## config.mk

```make
export PLATFORM = sky130hd
export DESIGN_NAME = kr580_pic
export DESIGN_NICKNAME = d
export VERILOG_FILES = /design/src/rtl/kr580_pkg.sv /design/src/rtl/kr580_prienc8.sv /design/src/rtl/kr580_pic.sv
export SDC_FILE = /design/constraint.sdc
export NUM_CORES = 1
export LEC_CHECK = 0
export ABC_AREA = 1
export CAP_MARGIN = 0
export CELL_PAD_IN_SITES_DETAIL_PLACEMENT = 0
export CELL_PAD_IN_SITES_GLOBAL_PLACEMENT = 1
export CORE_MARGIN = 4
export CORE_UTILIZATION = 43
export CTS_CLUSTER_SIZE = 14
export DETAILED_ROUTE_END_ITERATION = 8
export PLACE_DENSITY_LB_ADDON = 0.1
export SETUP_SLACK_MARGIN = 0.2
export SYNTH_ARGS = -nofsm -noshare
export SYNTH_HDL_FRONTEND = slang
export SYNTH_SLANG_ARGS = --single-unit
export TNS_END_PERCENT = 50
```

## constraint.sdc

```tcl
create_clock -name clock -period 6.5 [get_ports clock]
set_input_delay 1.3 -clock clock [delete_from_list [all_inputs] [get_ports clock]]
set_output_delay 1.3 -clock clock [all_outputs]
set_load 0.01 [all_outputs]
```

## src/rtl/kr580_pkg.sv

```systemverilog
// Shared definitions for the KR580 interrupt controller: register offsets,
// default I/O base and small bit-vector helpers.
package kr580_pkg;

  localparam logic [1:0] PIC_IRR = 2'd0;
  localparam logic [1:0] PIC_IMR = 2'd1;
  localparam logic [1:0] PIC_VEC = 2'd2;
  localparam logic [1:0] PIC_ISR = 2'd3;

  localparam logic [7:0] PIC_BASE = 8'hF8;

  // One-hot decode of a 3-bit source index.
  function automatic logic [7:0] onehot8(input logic [2:0] n);
    onehot8 = 8'h01 << n;
  endfunction

  // Sources allowed to interrupt while source k is in service: indices below k.
  // With nothing in service every source is allowed.
  function automatic logic [7:0] prio_mask8(input logic v, input logic [2:0] k);
    if (v) begin
      prio_mask8 = (8'h01 << k) - 8'h01;
    end else begin
      prio_mask8 = 8'hFF;
    end
  endfunction

endpackage

```

## src/rtl/kr580_prienc8.sv

```systemverilog
// Combinational 8-input priority encoder; the lowest set index wins.
module kr580_prienc8 (
  input  logic [7:0] req,
  output logic       valid,
  output logic [2:0] idx
);

  // Scan from the top down so the lowest set bit is the last one written.
  always_comb begin
    valid = |req;
    idx   = 3'd0;
    for (int i = 7; i >= 0; i--) begin
      idx = req[i] ? 3'(i) : idx;
    end
  end

endmodule

```

## src/rtl/kr580_pic.sv

```systemverilog
// Eight-input priority interrupt controller on the KR580 port bus.
// Edge-latched requests, mask, fixed priority (bit 0 highest), software
// vector read, ACK and EOI. No INTA cycle.
module kr580_pic
  import kr580_pkg::*;
#(
  parameter logic [7:0] BASE = PIC_BASE
) (
  input  logic       clock,
  input  logic       reset,
  input  logic [7:0] irq,
  input  logic [7:0] pa,
  input  logic [7:0] po,
  input  logic       pw,
  output logic [7:0] pi,
  output logic       intr
);

  logic [7:0] sync1_r, sync2_r, hist_r;
  logic [7:0] irr_r, imr_r, isr_r;
  logic       intr_r;

  logic       hit_s;
  logic [1:0] off_s;
  logic       wr_irr_s, wr_imr_s, wr_vec_s, wr_isr_s;
  logic [7:0] edge_s, pend_s, prio_mask_s, vec_src_s;
  logic [7:0] irr_clr_s, isr_nxt_s, vec_s;
  logic       pend_v, isr_v, vec_v, req_s;
  logic [2:0] pend_n, isr_n, vec_n;

  assign hit_s    = (pa[7:2] == BASE[7:2]);
  assign off_s    = pa[1:0];
  assign wr_irr_s = pw & hit_s & (off_s == PIC_IRR);
  assign wr_imr_s = pw & hit_s & (off_s == PIC_IMR);
  assign wr_vec_s = pw & hit_s & (off_s == PIC_VEC);
  assign wr_isr_s = pw & hit_s & (off_s == PIC_ISR);

  // Rising edge seen at the synchronizer output.
  assign edge_s = sync2_r & ~hist_r;
  assign pend_s = irr_r & ~imr_r;

  kr580_prienc8 u_pend (.req(pend_s), .valid(pend_v), .idx(pend_n));
  kr580_prienc8 u_isr  (.req(isr_r),  .valid(isr_v),  .idx(isr_n));

  assign prio_mask_s = prio_mask8(isr_v, isr_n);
  assign vec_src_s   = pend_s & prio_mask_s;

  kr580_prienc8 u_vec  (.req(vec_src_s), .valid(vec_v), .idx(vec_n));

  // The best unmasked pending source must outrank the best in-service one.
  assign req_s = pend_v & (~isr_v | (pend_n < isr_n));
  assign vec_s = vec_v ? {1'b1, 4'b0000, vec_n} : 8'h00;

  // IRR bits cleared by software this cycle (W1C or ACK).
  always_comb begin
    irr_clr_s = 8'h00;
    if (wr_irr_s) begin
      irr_clr_s = po;
    end else if (wr_vec_s) begin
      irr_clr_s = onehot8(po[2:0]);
    end else begin
      irr_clr_s = 8'h00;
    end
  end

  // ISR next state: ACK sets a bit, EOI retires the highest-priority bit.
  always_comb begin
    isr_nxt_s = isr_r;
    if (wr_vec_s) begin
      isr_nxt_s = isr_r | onehot8(po[2:0]);
    end else if (wr_isr_s && isr_v) begin
      isr_nxt_s = isr_r & ~onehot8(isr_n);
    end else begin
      isr_nxt_s = isr_r;
    end
  end

  // Two-flop synchronizer plus history flop for edge detection.
  always_ff @(posedge clock or posedge reset) begin
    if (reset) begin
      sync1_r <= 8'h00;
      sync2_r <= 8'h00;
      hist_r  <= 8'h00;
    end else begin
      sync1_r <= irq;
      sync2_r <= sync1_r;
      hist_r  <= sync2_r;
    end
  end

  // Software-visible registers; a new edge wins over a same-cycle clear.
  always_ff @(posedge clock or posedge reset) begin
    if (reset) begin
      irr_r <= 8'h00;
      imr_r <= 8'hFF;
      isr_r <= 8'h00;
    end else begin
      irr_r <= (irr_r & ~irr_clr_s) | edge_s;
      imr_r <= wr_imr_s ? po : imr_r;
      isr_r <= isr_nxt_s;
    end
  end

  // Registered interrupt request to the CPU.
  always_ff @(posedge clock or posedge reset) begin
    if (reset) begin
      intr_r <= 1'b0;
    end else begin
      intr_r <= req_s;
    end
  end

  assign intr = intr_r;

  // Port read mux; undecoded addresses read as zero.
  always_comb begin
    pi = 8'h00;
    if (hit_s) begin
      case (off_s)
        PIC_IRR: pi = irr_r;
        PIC_IMR: pi = imr_r;
        PIC_VEC: pi = vec_s;
        PIC_ISR: pi = isr_r;
        default: pi = 8'h00;
      endcase
    end else begin
      pi = 8'h00;
    end
  end

endmodule

```

## Word level (Yosys, flattened, before mapping)

Index checks and enable logic that the tools add are counted.

- Flip-flop bits (word level): 49
- Latch bits: 0
- Memory bits (writable): 0
- Bits in read-only memories: 0
- Bits of input ports: 27
- Output and inout port bits: 9
- Memories: 0

- Add/subtract/negate cells: 1
- Multiply operators: 0
- Divide/modulo/power cells: 0
- $lt $le $gt $ge: 1
- Equality and inequality tests: 4
- Shift operators: 2
- Multiplexer cells: 32
- Bitwise logic cells: 19
- Reduce and logical (&&, ||, !) cells: 6

Operator list:

| operator | number |
|---|---|
| $mux 3 | 24 |
| $mux 8 | 7 |
| $and 8x8->8 | 5 |
| $not 8->8 | 4 |
| $pmux 8 s4 | 1 |
| $reduce_or 8->1 | 3 |
| $or 8x8->8 | 2 |
| $shl 1x3->8 const A | 2 |
| $sub 8x1->8 const B | 1 |
| $and 1x1->1 | 6 |
| $eq 6x6->1 const B | 1 |
| $eq 2x2->1 const B | 2 |
| $lt 3x3->1 | 1 |
| $eq 2x1->1 const B | 1 |
| $logic_not 2->1 | 1 |
| $reduce_bool 2->1 | 1 |
| $logic_and 1x1->1 | 1 |
| $not 1->1 | 1 |
| $or 1x1->1 | 1 |

## Depth between registers and ports, before layout

Gate-level depths: netlist of run 1.

- Word-level depth: 23
- Gate-level depth with buffers: 22
- Gate-level depth less buffers: 22

## Modules after synthesis

A second synthesis of run 1 with hierarchy kept.

- Cell total of the unflattened synthesis: 393
- Area total of the unflattened synthesis: 2815.2 µm²

By module, submodules not included:

| module | times used | cells each | area each (µm²) | sequential area each (µm²) |
|---|---|---|---|---|
| kr580_pic | 1 | 327 | 2518.7 | 1236.2 |
| kr580_prienc8 | 3 | 22 | 98.8 | 0.0 |

## Least setup slack after synthesis of run 1

Ideal clock, no wire load.

- Path kind: input to output
- Start point: in pa[1]
- End point: out pi[2]
- Arrival: 2.016 ns
- Slack: 3.184 ns
- Cell stages on the path: 3
- Buffers on the path: 0
- Cells stage by stage: nor2_1 -> nand2_1 -> a41oi_1

- Word-level cells in the longest chain between the ends: 3
- Elaborated cells between the ends (all ways): 6
- Classes of those cells: eq/ne (3); mux (2); reduce/logical (1)

RTL lines:

| what | RTL line | text |
|---|---|---|
| start, declared | kr580_pic.sv:12 | `input logic [7:0] pa,` |
| $eq 2x2->1, or another cell as far along | kr580_pic.sv:119 | `case (off_s)` |
| $pmux 8 s4 (*) | kr580_pic.sv:119 |  |
| $mux 8 (*) | kr580_pic.sv:118 | `if (hit_s) begin` |
| end, declared | kr580_pic.sv:15 | `output logic [7:0] pi,` |

Mark *: on every way between the ends. The rest lies on a longest branch, timed or not.

## Final worst setup path of run 1

- Start point: reg isr_r[6]
- End point: out pi[0]

- Word-level cells in the longest chain between the ends: 22
- Elaborated cells between the ends (all ways): 24
- Classes of those cells: add/sub (1); shift (1); mux (19); bitwise (1); reduce/logical (2)

RTL lines:

| what | RTL line | text |
|---|---|---|
| start, declared | kr580_pic.sv:20 | `logic [7:0] irr_r, imr_r, isr_r;` |
| start signal, assigned | kr580_pic.sv:100 | `isr_r <= isr_nxt_s;` |
| $mux 3 (7 in a row) | kr580_prienc8.sv:13 | `idx = req[i] ? 3'(i) : idx;` |
| $shl 1x3->8 | kr580_pkg.sv:21 | `prio_mask8 = (8'h01 << k) - 8'h01;` |
| $sub 8x1->8 | kr580_pkg.sv:21 |  |
| $mux 8 (*) | kr580_pkg.sv:20 | `if (v) begin` |
| $and 8x8->8 (*) | kr580_pic.sv:46 | `assign vec_src_s = pend_s & prio_mask_s;` |
| $mux 3 (8 in a row) | kr580_prienc8.sv:13 |  |
| $mux 8 (*) | kr580_pic.sv:52 | `assign vec_s = vec_v ? {1'b1, 4'b0000, vec_n} : 8'h00;` |
| $pmux 8 s4 (*) | kr580_pic.sv:119 |  |
| $mux 8 (*) | kr580_pic.sv:118 |  |

Marks and branches as above.

==> impl_metrics.py, run 1 <==
metrics = {
    "outcome": {
        "status": "complete, no violations",
    },
    "global_route": {
        "grt_max_degree": 50,
        "grt_usage_pct": 18.09,
        "grt-ovfl-total": 0,
        "grt_pass1_vias": 2077,
        "grt_pass1_wl_um": 10090,
        "antenna_found_initial": 0,
    },
    "power_and_ir_drop": {
        "total_power_uw": 643.5,
        "netSwitchingPower_uw": 169.0,
        "p_leak_uw": 0.001499,
        "powerDensity_mw_per_mm2": 209.4,
        "netSwitchingFraction_pct": 26.27,
        "p_comb_share_pct": 14.0,
        "power.share.sequential_pct": 51.0,
        "peakVddDrop_mv": 0.1803,
        "power.internal_uw": 474.5,
        "clockPowerShare_pct": 35.0,
    },
    "placement": {
        "finalWeightedCongestion": 0.9088,
        "numPortBuffers": 35,
        "placedCellCount": 423,
        "dpl.hpwl_um": 4891,
    },
    "critical_path": {
        "crit_required_ps": 5200,
        "path_max_fanout": 4,
        "cpMaxStageDelayCell": "clkdlybuf4s50_1",
        "crit_type": "reg2out",
        "path_delay_family": "simple AND/OR/NAND/NOR gates",
        "worst_setup_path_end_kind": "primary output",
        "cp_common_cell": "nand2_1",
        "arrival_ps": 3300,
        "timing.critical_path.from_type": "flip-flop",
        "cp_num_buf_inv": 4,
        "crit_chain": "inv_1, nand2_1, nand2_1, nand2_1, nand2_1, nand2_1, nand2_1, nand2_1, inv_1, nand2_1, ha_1, inv_1, nor2_1, nand2_1, nand3_1, nand2_1, nor2_2, nand3_2, nand2_1, nor2_1, nand2_1, a21oi_2, clkdlybuf4s50_1",
        "max_stage_delay_ps": 540,
    },
    "cells_and_area": {
        "layout.nets": 388,
        "fin_cells": 431,
        "drive_above_1_share_pct": 11.98,
        "n_antenna_cell": 0,
        "nFillCells": 552,
        "fin_util_pct": 55.13,
        "syn2layout_area_growth_pct": 22.25,
    },
    "cts": {
        "clock-root-buffer": "clkbuf_8",
        "cts_buffers": 5,
        "cts_tree": "yes",
        "hold_buffers": 0,
        "clk_latency_ps": 300,
        "post_cts_buffers": 0,
        "ctsResizeCount": 0,
        "clk_pin_slew_ps": 100,
        "clock_path_buffers": 2,
        "cts_max_level": 2,
        "clock_sinks": 49,
    },
    "synthesis": {
        "ys_seq_area_share_pct": 49.18,
        "ys_seq_elements": 49,
        "synth.area.top_cells": "dfrtp_1, nand2_1, inv_1, dfstp_2, nor2_1",
        "synth_warnings": 0,
        "synthesis.nets": 346,
        "yosysTopAreaCellShare_pct": 40.82,
        "synth_cell_types": 29,
        "yosysMostFrequentCell": "nand2_1",
        "netlist_instances": 316,
        "syn_avg_cell_area_um2": 7.955,
        "synth_largest_area_cell": "dfrtp_1",
        "synth_ff_type": "dfrtp_1",
        "netlist_area_mm2": 0.002514,
        "synth_edf_count": 0,
        "synthTopCellsByCount": "nand2_1, inv_1, dfrtp_1",
        "async_flop_share_pct": 100.0,
    },
    "sta": {
        "whs_ps": 356.7,
        "fmax_ghz": 0.2175,
        "rsz0062_at_grt": "false",
        "tns_ps": 0,
        "drv_slew": 0,
        "period_needed_ps": 4597,
        "finalSetupViolations": 0,
        "skew_ps": 5.682,
        "tightest_slew_ps": 1009,
        "slew_headroom_pct": 32.64,
        "hold_viol": 0,
        "timing.final.crit_share_pct": 70.73,
    },
    "drt": {
        "vias": 2096,
        "wl_per_cell_um": 14.02,
        "viasPerCell": 4.863,
        "wirelength_um": 6042,
        "drt_first_pass_iters": 4,
        "drc": 0,
        "drtIter0Drc": 84,
        "postRouteAntennaNets": 0,
    },
    "job": {
        "drv_cap": 0,
    },
    "min_path": {
        "hp-class": "reg2reg",
    },
    "die": {
        "die_x_um": 84.46,
        "dieArea_mm2": 0.007133,
        "die_h_um": 84.46,
        "core_mm2": 0.005574,
        "start_util_pct": 45.10,
        "ioPinCount": 36,
        "row_count": 27,
    },
}
state kept, by name (all words and copies together) (netlist names):
name	flops
irr_r	8
sync2_r	8
imr_r	8
sync1_r	8
hist_r	8
isr_r	8
intr	1
stage by stage:
stage	setup slack [ps]	cell area, µm²
2_1_floorplan	3184	2514
3_3_place_gp	1985	2957
5_1_grt	1591	3073
3_5_place_dp	1919	2957
4_1_cts	1896	3073
6_report	1903	3073
cells by family after synthesis:
| logic type | Yosys count | share of synthesized area (%) |
|---|---|---|
| AND/OR/NAND/NOR | 140 | 24.79 |
| buffers and inverters | 68 | 10.20 |
| AO/OA/AOI/OAI | 55 | 13.89 |
| flip-flops | 49 | 49.18 |
| adder cells (fa/ha/maj) | 3 | 1.493 |
| multiplexers | 1 | 0.4480 |
worst paths after layout:
| check | slack, ps | from | depth (start not counted) | to |
|---|---|---|---|---|
| setup / recovery | 1900 | isr_r[6] | 23 | pi[0] |
| hold / removal | 360 | sync1_r[5] | 0 | sync2_r[5] |
| setup reg to reg | 4610 | irr_r[6] | 8 | intr |
| hold reg to reg | 360 | sync1_r[5] | 0 | sync2_r[5] |
| max in group asynchronous | 4330 | reset | 2 | hist_r[0] |
| min in group asynchronous | 1550 | reset | 2 | hist_r[3] |
power by group through the flow:
| stage | Sequential (µW) | Combinational [µW] | Clock (µW) |
|---|---|---|---|
| floorplan | 332 | 56.5 | 0 |
| global placement | 333 | 90.0 | 0 |
| detailed placement | 334 | 89.9 | 0 |
| CTS | 328 | 90.2 | 235 |
| global route | 330 | 102 | 248 |
| finish | 328 | 90.0 | 226 |
layout make-up:
class	count	area (µm²)	area share, %
sequential	49	1236	40.23
multi-input combinational	199	1021	33.22
timing repair buffer	36	357.8	11.64
inverter	67	251.5	8.184
tap	72	90.09	2.932
clock buffer	5	68.82	2.239
clock inverter	3	47.55	1.547
cells in the final DEF (no fill, tap or decap), types with 8 or more instances in the layout:
cell type and n:
inv_1 63, dfrtp_1 41, nor2_1 37, dfstp_2 8
clkdlybuf4s50_1 35, o22ai_1 12, nand2_1 69, nand3_1 13
o21ai_0 17
metal layers:
| metal | vias to the layer above | global-route usage, % | share of wire, % |
|---|---|---|---|
| li1 | 1082 | - | - |
| met1 | 953 | 22.96 | 45 |
| met2 | 50 | 30.77 | 47 |
| met3 | 11 | 3.533 | 5.4 |
| met4 | 0 | 6.475 | 2.0 |
| met5 | - | 0 | 0 |
(Power assumes the default switching activity.)
==> run 2, diff against run 1 <==
--- a/config.mk
+++ b/config.mk
@@ -10,7 +10,7 @@
 export CELL_PAD_IN_SITES_DETAIL_PLACEMENT = 0
 export CELL_PAD_IN_SITES_GLOBAL_PLACEMENT = 1
 export CORE_MARGIN = 4
-export CORE_UTILIZATION = 43
+export CORE_UTILIZATION = 36
 export CTS_CLUSTER_SIZE = 14
 export DETAILED_ROUTE_END_ITERATION = 8
 export PLACE_DENSITY_LB_ADDON = 0.1
==> constraint.sdc (replaced) <==
create_clock -name clock -period 3.95 [get_ports clock]
set_input_delay 0.79 -clock clock [delete_from_list [all_inputs] [get_ports clock]]
set_output_delay 0.79 -clock clock [all_outputs]
set_load 0.01 [all_outputs]
==> impl_metrics.py, run 2 (synthesized netlist as in run 1, its figures left out) <==
metrics = {
    "global_route": {
        "antenna_found_initial": 0,
        "grt_pass1_vias": 2117,
        "grt_usage_pct": 16.06,
        "grt_max_degree": 50,
        "grt-ovfl-total": 0,
        "grt_pass1_wl_um": 10540,
    },
    "cells_and_area": {
        "register_area_mm2": 0.001236,
        "mostFrequentLayoutCells": "nand2_1, inv_1, dfrtp_1",
        "drive_above_1_share_pct": 13.33,
        "nFillCells": 719,
        "n_antenna_cell": 0,
        "syn2layout_area_growth_pct": 23.54,
        "layout.nets": 389,
        "fin_util_pct": 45.71,
        "multi_input_area_mm2": 0.001026,
        "final_common_cell": "nand2_1",
    },
    "sta": {
        "tns_ps": 0,
        "tightest_slew_ps": 1019,
        "fmax_ghz": 0.2868,
        "timing.final.crit_share_pct": 88.27,
        "drv_slew": 0,
        "finalSetupViolations": 0,
        "skew_ps": 5.886,
        "slew_headroom_pct": 31.97,
        "period_needed_ps": 3487,
        "hold_viol": 0,
        "rsz0062_at_grt": "false",
    },
    "job": {
        "drv_cap": 0,
    },
    "critical_path": {
        "crit-reg2reg-launch": "irr_r[6]",
        "timing.critical_path.from_type": "flip-flop",
        "worst_setup_path_end_kind": "primary output",
        "r2r_slack_ps": 1890,
        "reg2reg_to": "intr",
        "path_max_fanout": 4,
        "crit_type": "reg2out",
        "arrival_ps": 2700,
        "crit_required_ps": 3160,
        "rr_worst_depth": 8,
    },
    "drt": {
        "drt_first_pass_iters": 4,
        "vias": 2118,
        "wl_per_cell_um": 13.79,
        "drtIter0Drc": 85,
        "postRouteAntennaNets": 0,
        "viasPerCell": 4.645,
        "wirelength_um": 6287,
        "drc": 0,
    },
    "min_path": {
        "whs_endpoint": "sync2_r[2]",
        "hp-class": "reg2reg",
        "hold_start": "sync1_r[2]",
        "whs_path_depth": 0,
    },
    "cts": {
        "clock_path_buffers": 2,
        "cts_max_level": 2,
        "clock_sinks": 49,
        "cts_tree": "yes",
        "clk_latency_ps": 290,
        "cts_buffers": 5,
        "hold_buffers": 0,
        "clk_pin_slew_ps": 90,
        "clock-root-buffer": "clkbuf_8",
    },
    "power_and_ir_drop": {
        "p_leak_uw": 0.001539,
        "total_power_uw": 1048,
        "peakVddDrop_mv": 0.2099,
        "powerDensity_mw_per_mm2": 337.6,
    },
    "die": {
        "dieArea_mm2": 0.008383,
        "die_x_um": 91.56,
        "row_count": 30,
        "ioPinCount": 36,
        "die_h_um": 91.56,
        "core_mm2": 0.006794,
        "start_util_pct": 37.00,
    },
    "placement": {
        "dpl.hpwl_um": 5070,
        "finalWeightedCongestion": 0.8445,
        "numPortBuffers": 35,
    },
    "outcome": {
        "status": "complete, no violations",
    },
}
## run 2: cell types whose count changed in the layout (fill, tap and decap cells not counted), moves of 2 or more
cell / before / now
clkdlybuf4s50_1: 35 / 31
clkbuf_2: 0 / 2
dlymetal6s2s_1: 0 / 2
inv_6: 2 / 0
nand2_1: 69 / 67
nand2_2: 7 / 9
## run 2: through the flow
stage | hold slack, ps | std cells | area, µm² | setup slack [ps]
2_1_floorplan | 331.2 | 316 | 2514 | 1159
3_3_place_gp | 333.2 | 448 | 2994 | 272.0
3_5_place_dp | 336.3 | 448 | 2994 | 356.4
4_1_cts | 362.0 | 456 | 3103 | 69.22
5_1_grt | 367.6 | 456 | 3105 | 230.0
6_report | 355.2 | 456 | 3105 | 463.3
## run 2: what timing repair did
| action | in CTS | in global routing |
|---|---|---|
| resized for setup | 2 | 9 |
| buffers inserted | 0 | 0 |
| pin swaps | 0 | 0 |
| setup endpoints to repair | 4 | 4 |
## run 2: power breakdown
group	switching [µW]	internal, µW	total, µW
clock network	168	190	358
registers	12.0	528	540
logic	90.0	60.4	150
## run 2: metal layers
| metal | wire (µm) | global-route usage, % |
|---|---|---|
| met5 | 0 | 0 |
| met2 | 3048 | 27.57 |
| met4 | 49 | 3.141 |
| met3 | 210 | 2.734 |
| met1 | 2978 | 21.28 |
## run 2: worst max-delay path, cell delays in order, from the launching register on
cell,delay [ps]
dfrtp_1,450
nor2_2,200
nand2_1,70
nand2_1,100
nand2_2,100
nand2_1,80
inv_1,50
nand2_1,100
ha_1,200
inv_1,80
nor2_1,140
nand2_1,70
nand3_1,70
nand2_1,90
nor2_2,130
nand3_2,80
nand2_1,80
nor2_1,40
nand2_1,80
a21oi_2,50
clkbuf_2,130
## run 2: layout make-up
class                           count  area share, %
Clock buffer                        6          2.337
Clock inverter                      2          1.249
Inverter                           67          8.098
Multi-Input combinational cell    199          33.04
Sequential cell                    49          39.81
Tap cell                           96          3.868
Timing Repair Buffer               37          11.60
## run 2: worst max path at each step
stage / from / endpoint / slack [ps]
floorplan: isr_r[6] / pi[0] / 1160
global placement: pa[0] / pi[7] / 270
detailed placement: isr_r[6] / pi[0] / 360
CTS: isr_r[5] / pi[2] / 70
global route: isr_r[6] / pi[0] / 230
finish: isr_r[5] / pi[0] / 460
